[config.mk]
export PLATFORM = sky130hd
export DESIGN_NAME = pipe_reg_elastic
export DESIGN_NICKNAME = d
export VERILOG_FILES = /design/src/rtl/pipe_reg_elastic.sv
export SDC_FILE = /design/constraint.sdc
export NUM_CORES = 1
export LEC_CHECK = 0
export BUFFER_PORTS_ARGS = -buffer_cell sky130_fd_sc_hd__clkbuf_2
export CAP_MARGIN = 20
export CORE_ASPECT_RATIO = 1.4
export CORE_MARGIN = 2
export CORE_UTILIZATION = 50
export CTS_CLUSTER_DIAMETER = 30
export DETAILED_ROUTE_END_ITERATION = 6
export PLACE_DENSITY = 0.82
export SLEW_MARGIN = 20
export SYNTH_ARGS = -nofsm -noshare
export SYNTH_HDL_FRONTEND = slang
export SYNTH_SLANG_ARGS = --single-unit
[constraint.sdc]
create_clock -name clk -period 3.6 [get_ports clk]
set_clock_uncertainty 0.15 [all_clocks]
set_input_delay 0.36 -clock clk [delete_from_list [all_inputs] [get_ports clk]]
set_output_delay 0.36 -clock clk [all_outputs]
set_load 0.005 [all_outputs]
[src/rtl/pipe_reg_elastic.sv]
// pipe_reg_elastic: DEPTH-stage valid/ready register pipeline of two-entry skid buffers with flush and occupancy
module pipe_reg_elastic #(
  parameter int WIDTH = 24,
  parameter int DEPTH = 2,
  parameter logic [WIDTH-1:0] RESET_VAL = '0
) (
  input  logic                           clk,
  input  logic                           reset,
  input  logic                           flush,
  input  logic                           in_valid,
  output logic                           in_ready,
  input  logic [WIDTH-1:0]               in_data,
  output logic                           out_valid,
  input  logic                           out_ready,
  output logic [WIDTH-1:0]               out_data,
  output logic [$clog2(2*DEPTH+1)-1:0]   occupancy
);
  localparam int OW = $clog2(2*DEPTH+1);
  logic [DEPTH-1:0] main_valid, skid_valid;
  logic [DEPTH:0]   vld, rdy;
  logic [WIDTH-1:0] dat [DEPTH+1];
  assign vld    = {main_valid, in_valid};
  assign rdy    = {out_ready, ~skid_valid};
  assign dat[0] = in_data;
  for (genvar i = 0; i < DEPTH; i++) begin : g_stage
    logic             mv, sv, acc, drn;
    logic [WIDTH-1:0] md, sd;
    assign acc = vld[i] & rdy[i];
    assign drn = mv & rdy[i+1];
    always_ff @(posedge clk or negedge reset) begin
      if (!reset) begin
        mv <= 1'b0;
        sv <= 1'b0;
        md <= RESET_VAL;
        sd <= RESET_VAL;
      end else if (flush) begin
        mv <= 1'b0;
        sv <= 1'b0;
      end else if (!mv || drn) begin
        if (sv) begin
          mv <= 1'b1;
          md <= sd;
          sv <= 1'b0;
        end else begin
          mv <= acc;
          if (acc) md <= dat[i];
        end
      end else if (acc) begin
        sv <= 1'b1;
        sd <= dat[i];
      end
    end
    assign main_valid[i] = mv;
    assign skid_valid[i] = sv;
    assign dat[i+1]      = md;
  end
  assign in_ready  = rdy[0];
  assign out_valid = main_valid[DEPTH-1];
  assign out_data  = dat[DEPTH];
  always_comb begin
    occupancy = '0;
    for (int j = 0; j < DEPTH; j++) occupancy = occupancy + OW'(main_valid[j]) + OW'(skid_valid[j]);
  end
endmodule

==> metrics.csv <==
metric,value,unit
cp_top_family,adder cells,
synth_fa_ha_area_share,1.00,%
fill_cells,690,
p_leak,2.44,nW
clk_path_buf_depth,2,
cts.clk_slew.worst_paths,70,ps
post-route-min-period,2750,ps
cts_tree,yes,
synth_warnings,0,
end_kind,output port,
synthSimpleGateAreaFrac,1.76,%
die_height,116,um
fin_hold_ws,116,ps
synth_xor_xnor_area_share,0,%
crit_slowest_cell,dfrtp_1,
grt_max_degree,87,
synth_most_common_cell,mux2_2,
fp.dieW,84.1,um
fmax,363,MHz
grt_usage,17.8,%
yosys-top-cells-area,"dfrtp_1 56%, mux2_2 31%, mux2_4 6.7%",
grt_pass1_vias,2650,
yosys_most_used_dff,dfrtp_1,
final_nets,374,
synth_compound_area_share,0.502,%
min_path_type,in2reg,
netlist_top_cells_count,"124 x mux2_2, 100 x dfrtp_1, 20 x mux2_4",
timing.setup.tns,0,ps
vdd_drop_max,386,uV
synth.largest_area_cell,dfrtp_1,
die-area,0.00976,mm2
clock-sinks,100,
syn_area,0.00449,mm2
grt_antenna_before_repair,0,
critPathMaxStageDelay,710,ps
fp.coreArea,0.00866,mm2
avgRoutedWirePerCell,17.6,um
crit_fanout,14,
synth_top_family_by_area,multiplexers,
synth-edff-count,0,
via_count,2467,
dr.pass1.iters,4,
wirelength,7.94,mm
drive_above_1_share,65.4,%
vias_per_cell,5.46,
worst_ep_arrival_time,2240,ps
grt_overflow,0,
hold_violations,0,
multi_input_area,0.00186,mm2
port_buffers,57,
drc_errors,0,
min_period_over_period,76.5,%
max_slew_margin,49.3,%
cp.required,3090,ps
muxShareOfSynthArea,37.8,%
setup_viol_count_final,0,
path_cells,inv_1 > fa_1 > inv_1 > ha_1 > ha_1 > clkbuf_2,
cts_root_buf,clkbuf_16,
synth.distinct_cells,23,
avgSynthCellArea,15.9,um2
area_growth,15.3,%
status,"complete, no violations",
htree_num_levels,3,
clkLatencyLatePin,340,ps
path_class,reg2out,
row_count,40,
power.density,550,mW/mm2
drv_cap,0,
synth_top_area_share,55.8,%
worstMarginPinSlew,761,ps
utilization,59.7,%
cp-start-kind,flip-flop,
cts_resized,0,
path_buf_inv,3,
initial_core_util,51.8,%
syn-instance-count,282,
slew_violations,0,
gp_congestion,0.767,
ys_ff_latch,100,
place_hpwl,5.14,mm
ant_nets,0,
syn_nets,314,
io_pins,58,
cts-buffers-inserted,9,
drt_iter0_markers,96,
totalPowerFinal,2.84,mW
grt_pass1_wl,13.4,mm
yosysSeqAreaShare,55.8,%
rsz0062_at_grt,false,
regArea,0.00250,mm2
async_flop_share,100,%
insertedDiodeCount,0,
==> area by class of cell <==
type | count | area share [%]
clock buffers | 13 | 5.03
well taps | 105 | 2.54
repair buffers | 65 | 6.85
multi-input cells | 160 | 35.9
clock inverters | 3 | 0.871
inverters | 6 | 0.435
flip-flops and latches | 100 | 48.4
==> placed cells by master (no fill, tap or decap), types with 2 or more instances in the layout <==
master	n
a21oi_1	2
clkbuf_8	2
inv_1	5
mux2_4	20
nor2_1	2
nor3_1	2
dfrtp_1	100
clkbuf_16	9
clkinvlp_4	2
clkbuf_2	56
mux2_2	124
buf_4	7
ha_1	2
clkbuf_1	2
==> through the flow <==
step	cells	cell area, um2	setup WS (ps)
2_1_floorplan	282	4490	1230
3_3_place_gp	435	4850	1210
3_5_place_dp	435	4850	1170
4_1_cts	451	5160	806
5_1_grt	452	5170	737
6_report	452	5170	848
==> kinds of logic (layout without fill, tap and decap cells) <==
family                     Yosys count  count (layout)
muxes                              144             144
DFF                                100             100
buffers and inverters               22              87
and+or+nand+nor                     10              10
adders and majority gates            3               3
AOI/OAI and AO/OA                    3               3
==> where the power goes <==
part	internal [mW]	leakage [nW]	switching, mW
combinational	0.288	1.04	0.155
clock	0.577	0.142	0.399
sequential	1.32	1.26	0.108
==> timing repair <==
item | CTS | global route
setup buffers | 0 | 0
hold endpoints to repair | 0 | 13
hold buffers | 0 | 1
==> final timing paths <==
check / slack (ps) / end / cells past startpoint / from
max reg2reg: 1320 / g_stage[0].sd[12]$_DFFE_PN0P_ / 4 / g_stage[1].sv$_DFFE_PN0P_
max: 850 / occupancy[1] / 6 / g_stage[1].sv$_DFFE_PN0P_
max in group asynchronous: 2190 / g_stage[0].sd[23]$_DFFE_PN0P_ / 3 / reset
min reg2reg: 350 / g_stage[0].sd[22]$_DFFE_PN0P_ / 1 / g_stage[0].sd[22]$_DFFE_PN0P_
min: 120 / g_stage[0].sd[20]$_DFFE_PN0P_ / 2 / in_data[20]
min in group asynchronous: 470 / g_stage[0].sd[17]$_DFFE_PN0P_ / 2 / reset
==> routing by layer <==
layer	track usage [%]	wire length (um)
met5	0	0
met4	7.10	108
met3	3.92	274
met2	30.3	4090
met1	22.3	3470
==> state kept, by name, summed over array words and instances (netlist names) <==
signal      flops
g_stage.mv      1
out_valid       1
g_stage.sd     48
out_data       24
g_stage.sv      2
g_stage.md     24
(Power assumes the default switching activity.)
